### config.mk
export PLATFORM = sky130hd
export DESIGN_NAME = simd_issue_sequencer
export DESIGN_NICKNAME = d
export VERILOG_FILES = /design/src/rtl/simd_issue_sequencer.sv
export SDC_FILE = /design/constraint.sdc
export NUM_CORES = 1
export LEC_CHECK = 0
export ABC_AREA = 1
export CAP_MARGIN = 10
export CORE_ASPECT_RATIO = 0.6
export CORE_MARGIN = 2
export CORE_UTILIZATION = 47
export CTS_BUF_LIST = sky130_fd_sc_hd__clkbuf_4 sky130_fd_sc_hd__clkbuf_8 sky130_fd_sc_hd__clkbuf_16
export DETAILED_ROUTE_END_ITERATION = 12
export PLACE_DENSITY = 0.91
export REMOVE_ABC_BUFFERS = 1
export SETUP_SLACK_MARGIN = 0.2
export SLEW_MARGIN = 5
export SYNTH_ARGS = -nofsm -noshare
export SYNTH_HDL_FRONTEND = slang
export SYNTH_SLANG_ARGS = --single-unit
### constraint.sdc
create_clock -name clk -period 2.4 [get_ports clk]
set_clock_uncertainty 0.1 [all_clocks]
set_input_delay 0.6 -clock clk [delete_from_list [all_inputs] [get_ports clk]]
set_output_delay 0.6 -clock clk [all_outputs]
set_load 0.05 [all_outputs]
### src/rtl/simd_issue_sequencer.sv
// simd_issue_sequencer: program sequencer for the 4-stage SIMD pipeline.
// It walks the instruction buffer from address 0, issues one instruction per
// cycle into IF/ID, inserts NOP bubbles on stall, drains the pipeline after
// the last instruction and pulses done. It also keeps per-stage valid bits
// and a busy-cycle counter for trace logic.
module simd_issue_sequencer #(
    parameter int                 IMEM_DEPTH   = 64,
    parameter int                 INSTR_W      = 25,
    parameter int                 DRAIN_CYCLES = 3,
    parameter logic [INSTR_W-1:0] NOP_INSTR    = 25'h1800000,
    localparam int                AW           = $clog2(IMEM_DEPTH),
    localparam int                LW           = AW + 1
) (
    input  logic               clk,
    input  logic               rst,
    input  logic               start,
    input  logic [LW-1:0]      prog_len,
    input  logic               stall,
    input  logic               abort,
    output logic [AW-1:0]      instr_addr,
    input  logic [INSTR_W-1:0] instr_in,
    output logic [INSTR_W-1:0] instr_out,
    output logic               instr_valid,
    output logic [2:0]         stage_valid,
    output logic               busy,
    output logic               done,
    output logic [15:0]        cycle_cnt
);

    localparam int DW = $clog2(DRAIN_CYCLES + 1);

    typedef enum logic [1:0] {
        S_IDLE,
        S_FETCH,
        S_DRAIN,
        S_DONE
    } state_e;

    state_e               state_q;
    logic [AW-1:0]        pc_q;
    logic [LW-1:0]        len_q;
    logic [DW-1:0]        drain_cnt_q;
    logic [INSTR_W-1:0]   instr_out_q;
    logic                 instr_valid_q;
    logic [2:0]           stage_valid_q;
    logic                 done_q;
    logic [15:0]          cycle_cnt_q;

    logic                 busy_w;
    logic                 issue_d;
    logic                 last_issue_d;
    logic [INSTR_W-1:0]   instr_d;
    logic [LW-1:0]        len_d;

    // Next-cycle issue decision, the word that goes into IF/ID and the clamped length.
    always_comb begin
        busy_w       = (state_q == S_FETCH) || (state_q == S_DRAIN);
        // abort outranks everything, so it suppresses the issue as well
        issue_d      = !abort && (state_q == S_FETCH) && !stall;
        last_issue_d = issue_d && ({1'b0, pc_q} == (len_q - LW'(1)));
        instr_d      = issue_d ? instr_in : NOP_INSTR;
        len_d        = (prog_len > LW'(IMEM_DEPTH)) ? LW'(IMEM_DEPTH) : prog_len;
    end

    // Sequencer FSM with registered datapath outputs, stage shifter and cycle counter.
    // NOTE: state is updated with non-blocking assignments only; mixing in blocking
    // assignments here would make later statements see half-updated state.
    always_ff @(posedge clk or posedge rst) begin
        if (rst) begin
            state_q       <= S_IDLE;
            pc_q          <= '0;
            len_q         <= '0;
            drain_cnt_q   <= '0;
            instr_out_q   <= NOP_INSTR;
            instr_valid_q <= 1'b0;
            stage_valid_q <= '0;
            done_q        <= 1'b0;
            cycle_cnt_q   <= '0;
        end else begin
            instr_out_q   <= instr_d;
            instr_valid_q <= issue_d;
            stage_valid_q <= abort ? 3'b000 : {stage_valid_q[1:0], issue_d};
            done_q        <= 1'b0;

            if (busy_w && (cycle_cnt_q != 16'hFFFF)) begin
                cycle_cnt_q <= cycle_cnt_q + 16'd1;
            end

            if (abort) begin
                state_q <= S_IDLE;
            end else begin
                case (state_q)
                    S_IDLE: begin
                        if (start) begin
                            cycle_cnt_q <= '0;
                            if (len_d != '0) begin
                                len_q   <= len_d;
                                pc_q    <= '0;
                                state_q <= S_FETCH;
                            end else begin
                                // empty program: straight to completion, no drain
                                state_q <= S_DONE;
                                done_q  <= 1'b1;
                            end
                        end
                    end
                    S_FETCH: begin
                        if (issue_d) begin
                            // natural wrap at IMEM_DEPTH returns pc to 0 after a full buffer
                            pc_q <= pc_q + AW'(1);
                            if (last_issue_d) begin
                                drain_cnt_q <= DW'(DRAIN_CYCLES);
                                state_q     <= S_DRAIN;
                            end
                        end
                    end
                    S_DRAIN: begin
                        drain_cnt_q <= drain_cnt_q - DW'(1);
                        if (drain_cnt_q == DW'(1)) begin
                            state_q <= S_DONE;
                            done_q  <= 1'b1;
                        end
                    end
                    S_DONE: begin
                        state_q <= S_IDLE;
                    end
                    default: begin
                        state_q <= S_IDLE;
                    end
                endcase
            end
        end
    end

    assign instr_addr  = pc_q;
    assign instr_out   = instr_out_q;
    assign instr_valid = instr_valid_q;
    assign stage_valid = stage_valid_q;
    assign busy        = busy_w;
    assign done        = done_q;
    assign cycle_cnt   = cycle_cnt_q;

endmodule
==> results of run 1 <==
## flip-flops by register name, summed over array words and instances (netlist names)
signal       flops
cycle_cnt       16
done             1
drain_cnt_q      2
instr_addr       6
instr_out       25
instr_valid      1
len_q            7
stage_valid      3
state_q          2
## power by group through the flow
| stage | clock (mW) | combinational [mW] | sequential [mW] |
|---|---|---|---|
| 2_1_floorplan | 0 | 0.973 | 1.72 |
| 3_3_place_gp | 0 | 1.81 | 1.42 |
| 3_5_place_dp | 0 | 1.87 | 1.43 |
| 4_1_cts | 1.06 | 1.83 | 1.41 |
| 5_1_grt | 1.12 | 2.08 | 1.43 |
| 6_report | 1.05 | 1.89 | 1.41 |
## worst paths after layout
check                                      endpoint                startpoint
hold / removal             stage_valid[1]$_DFF_PP0_  stage_valid[0]$_DFF_PP0_
setup / recovery                     stage_valid[2]  stage_valid[2]$_DFF_PP0_
hold reg to reg            stage_valid[1]$_DFF_PP0_  stage_valid[0]$_DFF_PP0_
setup reg to reg            cycle_cnt[14]$_DFF_PP0_    cycle_cnt[0]$_DFF_PP0_
min in group asynchronous    instr_out[2]$_DFF_PP0_                       rst
max in group asynchronous   instr_out[24]$_DFF_PP1_                       rst
## per-stage QoR
stage / power (mW) / setup WS, ns / utilization (%)
after floorplan: 2.69 / 0.134 / -
after CTS: 4.30 / 0.201 / 68.8
after global placement: 3.23 / 0.0757 / 65.8
after global routing: 4.64 / 0.177 / 69.7
final: 4.35 / 0.244 / 69.7
after detailed placement: 3.30 / 0.0460 / 65.8
## cell type report
type | instances | area (µm²) | share of cell area (%)
multi-input combinational | 232 | 1200 | 27.6
clock inverter | 6 | 92.6 | 2.14
sequential | 63 | 1580 | 36.4
inverter | 71 | 273 | 6.29
clock buffer | 10 | 138 | 3.18
timing repair buffer | 96 | 950 | 21.9
tap | 84 | 105 | 2.42
## layout by cell type, fill, tap and decap left out, types with 5 or more instances in the layout
cell type and count:
inv_1 66, or2_2 5, xor2_1 8, ha_1 6, o21ai_0 17, buf_4 8, a21oi_1 9, nand3_1 21
dlygate4sd2_1 35, dfrtp_1 61, nor2_1 64, dlymetal6s2s_1 13, clkdlybuf4s50_1 38, clkbuf_8 10, nand2_1 69
## per-layer routing
layer	vias up	part of all wire (%)	routed length, µm
met3	10	11	813
met4	0	1.4	102
met5	-	0	0
met1	1279	44	3260
li1	1349	-	-
met2	108	44	3290
## repair_timing
action,CTS,global route
setup buffers,0,2
endpoints found under the setup margin,35,18
resized for setup,35,17
## kinds of logic after synthesis
| kind of cell | count (synthesis) | synth area share [%] |
|---|---|---|
| compound gates | 37 | 6.65 |
| xor+xnor | 10 | 2.86 |
| fa+ha+maj | 8 | 3.27 |
| buf+inv | 76 | 9.59 |
| flops | 63 | 51.5 |
| mux | 1 | 0.327 |
| simple gates | 176 | 25.8 |
==> flow_summary.toml, run 1 <==
[run_status]
run_status = "finished clean"

[worst_setup_path]
critPathBufInv = 1
cp_num_cells = 1
critPathCaptureType = "primary output"
cp.arrival_ns = 1.46
reg2reg_slack_ns = 0.36
crit_fanout = 1
cp_top_family = "buffers and inverters"
start_kind = "register"
criticalPathCategory = "reg -> out"
crit_required_ns = 1.70
crit_chain = "clkdlybuf4s50_1"
cpPeakStageDelay_ns = 0.79
cp_slowest_cell = "clkdlybuf4s50_1"
r2r_cells = 11

[power_and_ir_drop]
p_leak_nw = 2.49
power_switching_mw = 1.83
power_frac_comb_pct = 43.4
p_clk_share_pct = 24.1
powerDensity_mw_per_mm2 = 1000
switching_share_pct = 42.0
power_frac_seq_pct = 32.5
max-vdd-ir-drop_mv = 0.438
internal_power_mw = 2.52

[detailed_routing]
firstDrtPassIters = 4
drtIter0Drc = 150
routed_wl_mm = 7.46
wl_per_cell_um = 13.3
vias = 2746
drc = 0
vias_per_cell = 4.89
ant_nets = 0

[clock_network]
cts_sinks = 63
cts_made_buffers = 9
tritoncts = "done"
cts_root_buf = "clkbuf_8"
path_clk_slew_ns = 0.07
ctsHoldBuffers = 0
clk_path_buf_depth = 2
insertion_delay_ns = 0.34
cts_htree_levels = 3

[global_routing]
antenna_found_initial = 0
grt_pass1_vias = 2669
grt_pass1_wl_mm = 12.3
grt_overflow_total = 0
track_usage_pct = 22.9
use_met3_pct = 10.7
use_met2_pct = 35.9
grt_util_met1_pct = 28.8
grt.busiest_layer = "met2"
grt_max_degree = 64

[placement]
hpwl_mm = 5.70
io_buffers = 89
placed_cell_area_mm2 = 0.00409
place.gp.congestion = 0.935
place_inst = 544

[timing]
slew_viol_final = 0
fmax_mhz = 464
post-route-min-period_ns = 2.16
maxSlewHeadroom_pct = 65.1
hold_slack_ns = 0.408
period_share_pct = 89.8
setup_viol = 0
setup-tns-final_ns = 0
finalHoldViolCount = 0
rsz0062_at_grt = "yes"
tightestPinTransition_ns = 0.522

[floorplanning]
fp-row-count = 22
initial_core_util_pct = 49.3
die_area_mm2 = 0.00721
die_y_um = 66.6
core_area_mm2 = 0.00622
die_w_um = 108
io_pins = 90

[layout]
drive_gt1_share_pct = 10.5
num_antenna_cells = 0
fill_cells = 492
syn2layout_area_growth_pct = 41.4
instances_no_fill = 562
postLayoutCellArea_mm2 = 0.00433
layout.nets = 518

[synthesis]
synth_top_cell_by_area = "dfrtp_1"
yosysWarningCount = 0
synth_common_cells = "inv_1 (69), nand2_1 (69), nor2_1 (64)"
synth_seq_cells = 63
synth.top_cell.area_share_pct = 49.8
ys_top_cells_by_area = "dfrtp_1 (50%), inv_1 (8.4%), nand2_1 (8.4%)"
synth_edf_count = 0
synthCells = 371
synth_cell_types = 36
synthFlopType = "dfrtp_1"
ys_async_sr_fraction_pct = 100
syn_area_mm2 = 0.00307
synth_seq_area_share_pct = 51.5
syn_avg_cell_area_um2 = 8.26

[hold_path]
hold_depth = 2
min_path_type = "reg -> reg"

[job]
cap_violations = 0
No activity file was read; power rests on OpenSTA's default activity.
==> inputs of run 2 (changes only) <==
CORE_UTILIZATION = 30   (was 47)
PLACE_DENSITY = 0.66   (was 0.91)
==> flow_summary.toml, run 2 (synthesis gave the netlist of run 1 again) <==
[detailed_routing]
ant_nets = 0
routed_wl_mm = 7.46
vias = 2669
vias_per_cell = 4.30
firstDrtPassIters = 4
wl_per_cell_um = 12.0
drtIter0Drc = 133
drc = 0

[layout]
fill_cells = 955
postLayoutCellArea_mm2 = 0.00451
num_antenna_cells = 0
drive_gt1_share_pct = 12.0
layout_common_cells = "nand2_1 (69), inv_1 (66), nor2_1 (64)"
instances_no_fill = 620
syn2layout_area_growth_pct = 47.2
layout.nets = 525
final_common_cell = "nand2_1"
largest_register_ff_count = 25

[hold_path]
min_path_type = "reg -> reg"

[power_and_ir_drop]
p_clk_share_pct = 26.3
p_leak_nw = 2.48
internal_power_mw = 2.70
powerDensity_mw_per_mm2 = 1020
switching_share_pct = 41.3
power_frac_comb_pct = 43.0
max-vdd-ir-drop_mv = 0.638
power_frac_seq_pct = 30.6
power_switching_mw = 1.90

[worst_setup_path]
crit_fanout = 1
cp_slowest_cell = "clkdlybuf4s50_1"
start_kind = "register"
crit_chain = "clkdlybuf4s50_1"
critPathCaptureType = "primary output"
cp.arrival_ns = 1.46
criticalPathCategory = "reg -> out"
critPathBufInv = 1
cp_top_family = "buffers and inverters"
cpPeakStageDelay_ns = 0.80
crit_required_ns = 1.70

[timing]
slew_viol_final = 0
fmax_mhz = 463
tightestPinTransition_ns = 0.541
setup-tns-final_ns = 0
setup_viol = 0
hold_slack_ns = 0.380
maxSlewHeadroom_pct = 64.1
finalHoldViolCount = 0
post-route-min-period_ns = 2.16
period_share_pct = 89.9
rsz0062_at_grt = "no"

[clock_network]
cts_htree_levels = 3
tritoncts = "done"
cts_root_buf = "clkbuf_16"
cts_sinks = 63
clk_path_buf_depth = 2
insertion_delay_ns = 0.33
path_clk_slew_ns = 0.06
cts_made_buffers = 9
ctsHoldBuffers = 0

[placement]
place.gp.congestion = 0.821
placed_cell_area_mm2 = 0.00417
hpwl_mm = 5.71
io_buffers = 89
place_inst = 597

[global_routing]
grt_pass1_vias = 2591
track_usage_pct = 14.8
grt_max_degree = 42
antenna_found_initial = 0
grt_pass1_wl_mm = 12.5
grt_overflow_total = 0

[floorplanning]
die_w_um = 135
die_y_um = 82.3
io_pins = 90
fp-row-count = 28
initial_core_util_pct = 30.9
core_area_mm2 = 0.00991
die_area_mm2 = 0.0111

[run_status]
run_status = "finished clean"

[job]
cap_violations = 0
run 2: final cells by class:
type | count | area, µm² | share of cell area [%]
Clock buffer | 10 | 239 | 5.30
Clock inverter | 6 | 45.0 | 0.998
Inverter | 71 | 273 | 6.05
Multi-Input combinational cell | 232 | 1200 | 26.5
Sequential cell | 63 | 1580 | 35.0
Tap cell | 135 | 169 | 3.74
Timing Repair Buffer | 103 | 1010 | 22.4
run 2: what timing repair did:
| action | CTS | global route |
|---|---|---|
| setup buffers | 0 | 7 |
| gates resized for setup | 25 | 16 |
| pin swaps | 0 | 2 |
| hold endpoints to repair | 0 | 0 |
| setup endpoints to repair | 25 | 19 |
run 2: power groups by stage:
stage	clock network (mW)	registers [mW]	logic [mW]
floorplan	0	1.72	0.973
global placement	0	1.42	1.86
detailed placement	0	1.43	1.90
CTS	1.25	1.41	1.86
global route	1.30	1.44	2.19
finish	1.21	1.41	1.98
run 2: final timing paths:
| path | start | to | slack (ns) | cells past startpoint |
|---|---|---|---|---|
| max | instr_out[17]$_DFF_PP0_ | instr_out[17] | 0.24 | 1 |
| min | stage_valid[0]$_DFF_PP0_ | stage_valid[1]$_DFF_PP0_ | 0.38 | 2 |
| max reg2reg | len_q[0]$_DFFE_PP0P_ | drain_cnt_q[1]$_DFFE_PP0P_ | 0.39 | 14 |
| min reg2reg | stage_valid[0]$_DFF_PP0_ | stage_valid[1]$_DFF_PP0_ | 0.38 | 2 |
| max in group asynchronous | rst | instr_out[24]$_DFF_PP1_ | 1.35 | 3 |
| min in group asynchronous | rst | instr_out[10]$_DFF_PP0_ | 0.55 | 3 |
run 2: stage by stage:
| step | worst slack (ns) | util [%] | power (mW) |
|---|---|---|---|
| floorplan | 0.134 | - | 2.69 |
| global route | 0.202 | 45.5 | 4.93 |
| finish | 0.241 | 45.5 | 4.59 |
| CTS | 0.201 | 44.6 | 4.51 |
| detailed placement | 0.0427 | 42.0 | 3.33 |
| global placement | 0.0738 | 42.0 | 3.28 |
run 2: routing by layer:
metal / vias to the layer above / wire, µm / share of wire (%) / global-route usage (%)
met3: 7 / 899 / 12 / 7.94
li1: 1362 / - / - / -
met1: 1208 / 3480 / 47 / 19.2
met5: - / 0 / 0 / 0
met2: 92 / 2980 / 40 / 20.5
met4: 0 / 97 / 1.3 / 6.42
==> inputs of run 3 (changes only) <==
clock period = 2.36 ns   (was 2.4 ns; I/O delays follow)
==> flow_summary.toml, run 3 (synthesis gave the netlist of run 1 again) <==
[timing]
setup_viol = 0
hold_slack_ns = 0.359
finalHoldViolCount = 0
post-route-min-period_ns = 2.11
rsz0062_at_grt = "no"
fmax_mhz = 474
period_share_pct = 89.3
slew_viol_final = 0
tightestPinTransition_ns = 0.538
setup-tns-final_ns = 0
finalWorstSetupSlack_ns = 0.252
maxSlewHeadroom_pct = 64.3

[power_and_ir_drop]
max-vdd-ir-drop_mv = 0.695
p_leak_nw = 2.45
total_power_mw = 4.62
powerDensity_mw_per_mm2 = 1040

[clock_network]
path_clk_slew_ns = 0.06
cts_made_buffers = 9
cts_htree_levels = 3
insertion_delay_ns = 0.33
clk_path_buf_depth = 2
tritoncts = "done"
cts_sinks = 63
cts_root_buf = "clkbuf_16"

[job]
cap_violations = 0

[worst_setup_path]
critPathCaptureType = "primary output"
criticalPathCategory = "reg -> out"
r2r-end = "cycle_cnt[14]$_DFF_PP0_"
crit_chain = "inv_1, ha_1, buf_12"
r2r_cells = 11
reg2reg_slack_ns = 0.30
crit_required_ns = 1.67
cpPeakStageDelay_ns = 0.45
start_kind = "register"
cp_slowest_cell = "ha_1"
crit_fanout = 5
cp.arrival_ns = 1.42
r2r_start = "cycle_cnt[0]$_DFF_PP0_"
cp-startpoint = "state_q[0]$_DFFE_PP0P_"

[detailed_routing]
ant_nets = 0
vias = 2673
drc = 0
routed_wl_mm = 7.64
firstDrtPassIters = 4
vias_per_cell = 4.33
drtIter0Drc = 115
wl_per_cell_um = 12.4

[floorplanning]
core_area_mm2 = 0.00991
io_pins = 90
initial_core_util_pct = 30.9
fp-row-count = 28
die_w_um = 135
die_y_um = 82.3
die_area_mm2 = 0.0111

[global_routing]
antenna_found_initial = 0
track_usage_pct = 14.6
grt_max_degree = 41
grt_overflow_total = 0
grt_pass1_vias = 2652
grt_pass1_wl_mm = 12.3

[layout]
final_common_cell = "nand2_1"
layout.nets = 522
layout_common_cells = "nand2_1 (69), inv_1 (67), nor2_1 (64)"
num_antenna_cells = 0
largest_register_ff_count = 25
fill_cells = 969
syn2layout_area_growth_pct = 45.0
regArea_mm2 = 0.00158
drive_gt1_share_pct = 11.6
multi_input_area_mm2 = 0.00120
final_util_pct = 44.8

[placement]
place.gp.congestion = 0.838
dp_worst_setup_slack_ns = 0.0145
hpwl_mm = 5.69
io_buffers = 89

[hold_path]
min_path_type = "in -> async"

[run_status]
run_status = "finished clean"
==> run 3: cell types whose count changed in the layout (fill, tap and decap cells not counted) <==
| cell | before | now |
|---|---|---|
| dlygate4sd2_1 | 25 | 41 |
| clkdlybuf4s50_1 | 48 | 36 |
| dlymetal6s2s_1 | 12 | 6 |
| buf_4 | 16 | 15 |
| clkbuf_4 | 0 | 1 |
| clkbuf_8 | 1 | 0 |
| clkinv_4 | 1 | 2 |
| clkinvlp_4 | 4 | 3 |
| inv_1 | 66 | 67 |
| inv_2 | 3 | 2 |
==> run 3: area by class of cell <==
| cell class | instances | share of cell area, % |
|---|---|---|
| clock buffers | 10 | 5.24 |
| well taps | 135 | 3.80 |
| clock inverters | 6 | 1.04 |
| multi-input cells | 232 | 26.9 |
| repair buffers | 100 | 21.3 |
| inverters | 71 | 6.14 |
| flip-flops and latches | 63 | 35.5 |
==> run 3: through the flow <==
| step | std cells | instance area [µm²] |
|---|---|---|
| CTS | 614 | 4400 |
| global placement | 598 | 4170 |
| global route | 617 | 4440 |
| finish | 617 | 4440 |
| floorplan | 366 | 3040 |
| detailed placement | 598 | 4170 |
==> run 3: layer usage <==
| metal | up-vias | routed length, µm | global-route usage (%) |
|---|---|---|---|
| met2 | 81 | 3170 | 21.3 |
| met1 | 1231 | 3530 | 17.8 |
| met3 | 6 | 864 | 8.79 |
| met4 | 0 | 69 | 5.47 |
| met5 | - | 0 | 0 |
| li1 | 1355 | - | - |
==> run 3: worst max-delay path: cells and delay by family (launching register included) <==
kind	cells	cell delay, ns
adders and majority gates	1	0.45
DFF	1	0.36
buffers and inverters	2	0.28
==> run 3: report_power, final <==
group	total (mW)	switching (mW)	internal (mW)
sequential	1.43	0.165	1.27
combinational	1.96	1.26	0.693
clock	1.22	0.498	0.726
==> run 3: repair_timing <==
| item | 4_1_cts | 5_1_grt |
|---|---|---|
| gates resized for setup | 41 | 9 |
| setup buffers | 0 | 3 |
| setup endpoints to repair | 41 | 15 |
| hold buffers | 0 | 0 |
==> run 3: worst max path at each step <==
stage | endpoint | cells after the start | slack, ns
2_1_floorplan | cycle_cnt[0]$_DFF_PP0_ | 1 | 0.10
5_1_grt | cycle_cnt[14]$_DFF_PP0_ | 11 | 0.18
6_report | busy | 3 | 0.25
4_1_cts | instr_out[16] | 1 | 0.20
3_5_place_dp | instr_addr[2]$_DFFE_PP0P_ | 9 | 0.01
3_3_place_gp | instr_addr[3]$_DFFE_PP0P_ | 9 | 0.06
